### config.mk
export PLATFORM = sky130hd
export DESIGN_NAME = mouse_quadrature
export DESIGN_NICKNAME = d
export VERILOG_FILES = /design/src/rtl/mouse_quadrature.sv
export SDC_FILE = /design/constraint.sdc
export NUM_CORES = 1
export LEC_CHECK = 0
export BUFFER_PORTS_ARGS = -buffer_cell sky130_fd_sc_hd__clkbuf_2
export CAP_MARGIN = 30
export CORE_AREA = 2 2 64 126
export DETAILED_ROUTE_END_ITERATION = 6
export DIE_AREA = 0 0 66 128
export GPL_TIMING_DRIVEN = 0
export HOLD_SLACK_MARGIN = 0.05
export PLACE_DENSITY = 0.74
export SLEW_MARGIN = 10
export SYNTH_ARGS = -nofsm -noshare
export SYNTH_HDL_FRONTEND = slang
export SYNTH_SLANG_ARGS = --single-unit
### constraint.sdc
create_clock -name clk -period 6.6 [get_ports clk]
set_input_delay 0.33 -clock clk [delete_from_list [all_inputs] [get_ports clk]]
set_output_delay 0.33 -clock clk [all_outputs]
set_load 0.02 [all_outputs]
### src/rtl/mouse_quadrature.sv
// Turns relative mouse reports into rate-limited Gray-code quadrature and button
// lines for the ikbd joystick0 port, replaying accumulated motion one step per tick.
module mouse_quadrature #(
    parameter int STEP_DIV = 500,
    parameter int ACC_W    = 10
) (
    input  logic              clk,
    input  logic              res,
    input  logic              strobe,
    input  logic signed [7:0] dx,
    input  logic signed [7:0] dy,
    input  logic        [1:0] buttons,
    output logic        [5:0] mouse,
    output logic              busy
);

    localparam int CNT_W = (STEP_DIV > 1) ? $clog2(STEP_DIV) : 1;
    localparam logic [CNT_W-1:0] CNT_LAST = CNT_W'(STEP_DIV - 1);
    localparam logic signed [ACC_W:0] SUM_MAX = (ACC_W + 1)'(2 ** (ACC_W - 1) - 1);
    localparam logic signed [ACC_W:0] SUM_MIN = -SUM_MAX;
    localparam logic signed [ACC_W:0] SUM_ONE = (ACC_W + 1)'(1);

    typedef enum logic [1:0] {
        STEP_NONE = 2'b00,
        STEP_FWD  = 2'b01,
        STEP_REV  = 2'b11
    } step_e;

    logic [CNT_W-1:0]        r_tick_cnt;
    logic signed [ACC_W-1:0] r_acc_x;
    logic signed [ACC_W-1:0] r_acc_y;
    logic [1:0]              r_ph_x;     // {A, B}
    logic [1:0]              r_ph_y;     // {A, B}
    logic [1:0]              r_btn;
    logic                    r_busy;

    logic                    w_tick;
    step_e                   w_step_x;
    step_e                   w_step_y;
    logic signed [ACC_W-1:0] w_acc_x_nxt;
    logic signed [ACC_W-1:0] w_acc_y_nxt;

    // Direction is taken from the accumulator before any strobe in the same cycle lands.
    function automatic step_e step_dir(input logic tick, input logic signed [ACC_W-1:0] acc);
        step_dir = STEP_NONE;
        if (tick && (acc != '0)) begin
            step_dir = acc[ACC_W-1] ? STEP_REV : STEP_FWD;
        end
    endfunction

    function automatic logic signed [ACC_W-1:0] acc_update(
        input logic signed [ACC_W-1:0] acc,
        input logic signed [7:0]       delta,
        input logic                    add,
        input step_e                   step
    );
        logic signed [ACC_W:0] sum;
        sum = {acc[ACC_W-1], acc};
        if (add) begin
            sum = sum + {{(ACC_W - 7){delta[7]}}, delta};
        end
        case (step)
            STEP_FWD: sum = sum - SUM_ONE;
            STEP_REV: sum = sum + SUM_ONE;
            default:  sum = sum;
        endcase
        if (sum > SUM_MAX) begin
            acc_update = SUM_MAX[ACC_W-1:0];
        end else if (sum < SUM_MIN) begin
            acc_update = SUM_MIN[ACC_W-1:0];
        end else begin
            acc_update = sum[ACC_W-1:0];
        end
    endfunction

    // Forward walks 00->01->11->10, reverse walks it backwards; one bit flips per step.
    function automatic logic [1:0] phase_next(input logic [1:0] ph, input step_e step);
        case (step)
            STEP_FWD: phase_next = {ph[0], ~ph[1]};
            STEP_REV: phase_next = {~ph[0], ph[1]};
            default:  phase_next = ph;
        endcase
    endfunction

    assign w_tick      = (r_tick_cnt == CNT_LAST);
    assign w_step_x    = step_dir(w_tick, r_acc_x);
    assign w_step_y    = step_dir(w_tick, r_acc_y);
    assign w_acc_x_nxt = acc_update(r_acc_x, dx, strobe, w_step_x);
    assign w_acc_y_nxt = acc_update(r_acc_y, dy, strobe, w_step_y);

    // NOTE: reset is synchronous, so it also wins over a strobe sampled on the same edge.
    always_ff @(posedge clk) begin
        if (res) begin
            r_tick_cnt <= '0;
            r_acc_x    <= '0;
            r_acc_y    <= '0;
            r_ph_x     <= 2'b00;
            r_ph_y     <= 2'b00;
            r_btn      <= 2'b00;
            r_busy     <= 1'b0;
        end else begin
            r_tick_cnt <= w_tick ? '0 : r_tick_cnt + CNT_W'(1);
            r_acc_x    <= w_acc_x_nxt;
            r_acc_y    <= w_acc_y_nxt;
            r_ph_x     <= phase_next(r_ph_x, w_step_x);
            r_ph_y     <= phase_next(r_ph_y, w_step_y);
            if (strobe) begin
                r_btn <= buttons;
            end
            r_busy     <= (w_acc_x_nxt != '0) || (w_acc_y_nxt != '0);
        end
    end

    assign mouse = {r_btn, r_ph_y[0], r_ph_y[1], r_ph_x[0], r_ph_x[1]};
    assign busy  = r_busy;

endmodule

==> out/qor.txt <==
Outcome - finished, final reports clean
Worst Path Class, Setup - reg -> reg
Register area share after synthesis - 0.180
Slew Viols, Final - 0
Core box area - 7540 µm²
GR met3 Demand/Resource - 0.0255
Max cap viols - 0
Detailed Routing Iterations Pass 1 - 5
Static leakage - 1.88 nW
Vias/cell - 6.32
Post-Synth Adder-Cell Area - 0.144
Mux cell area share after synthesis - 0.0593
Final ANT Viol Nets - 0
Post-CTS Setup Bufs - 0
FF-to-FF Start - r_tick_cnt[0]
Largest family of logic cells by synthesized area - compound AO/OA/AOI/OAI gates
Max frequency - 190 MHz
GP Congestion - 0.977
Setup TNS - 0 ns
DRT Wirelength - 11.7 mm
Initial antenna violation count - 0
Post-synth ARST share - 0
Design area - 4400 µm²
Max VDD drop - 286 µV
Drt drc - 0
Max clock buf depth - 2
Area post-placement - 4250 µm²
Commonest cells after routing, fill and taps aside - nor2_1, a21oi_1, nand2_1, ha_1, dfxtp_1
Synth Area in Compound Gates - 0.296
Period utilisation layout - 0.797
Post-synthesis simple-gate area fraction - 0.210
Row count - 45
GRT Util Overall - 0.289
Ys flop type - dfxtp_1
Synth Area per Inst - 7.67 µm²
Synthesized net count - 587
Diode count - 0
Most common cell after layout, fill and taps aside - nor2_1
CTS clk-pin slew, worst paths - 0.06 ns
Footprint of the multi-input gates - 3100 µm²
Reg2Reg Setup Slack - 1.34 ns
Reg2reg end - r_acc_y[4]
Number of flops mapped to enable cells by yosys - 0
RSZ-0062 raised after global routing - false
CP cell instances - ha_1 > and4bb_1 > nand3_2 > nor2b_1 > buf_6 > clkbuf_1 > nand2_1 > fa_1 > a211oi_1 > o211ai_1 > a41oi_1 > a21oi_1 > a311oi_1 > o221ai_2 > nand2_1 > o21a_1 > nor2_1
Number of synthesized register bits - 36
Root buffer cell - clkbuf_16
Final setup skew - 0.00593 ns
Initial core utilization - 0.532
Worst setup SP type - register
Max_slew headroom - 0.425
Cell area after synthesis - 4010 µm²
Die Ht - 128 µm
Worst setup EP type - register
Power Density - 429 nW/µm²
Yosys synthesis warning count - 0
WL per Instance - 17.9 µm
CTS buffer count - 5
Hold Buf Count CTS - 0
Htree depth - 2
Worst path depth - 17
Hold Startpoint - buttons[0]
Fill count - 731
Clock Latency Late Sink - 0.29 ns
CP Data Required Time - 6.76 ns
Worst R2R Path Depth - 17
Grt ovf - 0
IO buf count - 25
Routed vias - 4111
Largest net degree at the start of global routing - 12
GRT met2 Usage - 0.579
TritonCTS Sinks - 36
Distinct cells, synth - 69
Worst slew pin tran - 0.856 ns
Placed Cells - 642
Max incr delay on CP - 0.59 ns
Worst min path class - in -> reg
Min cycle time layout - 5.26 ns
First-pass GRT wire length - 19.0 mm
Chip width - 66 µm
WP buf/inv - 2
CP Max Fanout - 10
Critical Path End - r_acc_y[4]
CP startpoint - r_tick_cnt[0]
CP max stage cell - fa_1
GRT met1 Usage - 0.248
XOR/XNOR share of the synthesized area - 0.0633
Area Growth Syn to Fin - 9.79%
Vias in the first global route - 4299
CP top delay family - compound AO/OA/AOI/OAI gates
GR peak layer - met2
CTS tree - done
Storage cell area - 721 µm²
# setup viols final - 0
Syn Inst Count - 523
Layout cells sized above 1 - 0.103
Fin cells - 650
Post-DP HPWL - 9.35 mm
CTS-repair resized insts - 0
Full die area - 8450 µm²
IO Pins - 28
Starting DRT DRC Count - 197
Hold Fails Final Rpt - 0
Post-layout net count - 619
CP most frequent cell - nand2_1
CP arrival - 5.41 ns
## sequential cells by signal, indices dropped and copies added (netlist names)
register	flops
r_acc_x	10
r_acc_y	10
r_tick_cnt	9
r_btn	2
r_ph_x	2
r_ph_y	2
busy	1
## area by class of cell
type                    count  share of cell area
multi-input cells         440               0.704
flip-flops and latches     36               0.164
clock buffers               7              0.0324
repair buffers             25              0.0284
well taps                  94              0.0267
inverters                  28              0.0239
plain buffers              19              0.0193
clock inverters             1             0.00170
## power by group
part	switching, mW	total [mW]	internal, mW
combinational	0.782	1.34	0.553
sequential	0.0404	0.307	0.267
clock	0.0977	0.248	0.151
## synth_stat cells, types with 5 or more instances
cell type   n  area share
o21ai_0    32       0.040
xor2_1     11       0.024
a21oi_1    47       0.059
a31oi_1     5      0.0078
dfxtp_1    36        0.18
xnor2_1    18       0.039
buf_2       5      0.0062
nor2b_1     7       0.011
and3_1      6      0.0094
mux2i_1    17       0.042
ha_1       39        0.12
o2111ai_1   7       0.015
a21o_1     19       0.036
mux2_2      6       0.017
inv_1      27       0.025
clkbuf_1   12       0.011
nor3b_1     5      0.0094
nand3_1    12       0.015
a211oi_1   10       0.019
o21a_1     10       0.019
nor4_1      6      0.0094
nor2_1     49       0.046
nand2b_1    6      0.0094
nor3_1     12       0.015
nand2_1    40       0.037
## logic make-up after synthesis
group / Yosys count
XOR/XNOR: 29
AND/OR/NAND/NOR: 168
adder cells (fa/ha/maj): 44
buffers and inverters: 47
AO/OA/AOI/OAI: 176
flip-flops: 36
multiplexers: 23
## per-stage QoR
step / power [mW] / setup slack (ns) / util / hold slack [ns]
2_1_floorplan: 1.33 / 2.21 / - / 0.426
3_3_place_gp: 1.58 / 1.54 / 0.564 / 0.440
3_5_place_dp: 1.61 / 1.44 / 0.564 / 0.451
4_1_cts: 1.87 / 1.36 / 0.584 / 0.283
5_1_grt: 2.04 / 0.942 / 0.584 / 0.315
6_report: 1.89 / 1.34 / 0.584 / 0.283
## metal layers
layer	wire length [µm]	vias to the layer above
met5	0	-
met4	851	0
met3	254	54
met2	6560	105
met1	4000	1935
li1	-	2017
## worst min path at each step
stage | to | cells after the start | slack [ns]
2_1_floorplan | r_tick_cnt[0] | 1 | 0.43
3_3_place_gp | r_tick_cnt[0] | 1 | 0.44
3_5_place_dp | r_tick_cnt[0] | 1 | 0.45
4_1_cts | r_btn[0] | 3 | 0.28
5_1_grt | r_btn[1] | 3 | 0.32
6_report | r_btn[0] | 3 | 0.28
## worst register-to-register path: stages (launching register included)
cell      delay [ns]
dfxtp_1         0.38
ha_1            0.24
and4bb_1        0.25
nand3_2         0.19
nor2b_1         0.19
buf_6           0.15
clkbuf_1        0.47
nand2_1         0.44
fa_1            0.60
a211oi_1        0.35
o211ai_1        0.19
a41oi_1         0.54
a21oi_1         0.09
a311oi_1        0.34
o221ai_2        0.29
nand2_1         0.24
o21a_1          0.15
nor2_1          0.04
Power figures use the tool's default switching activity.
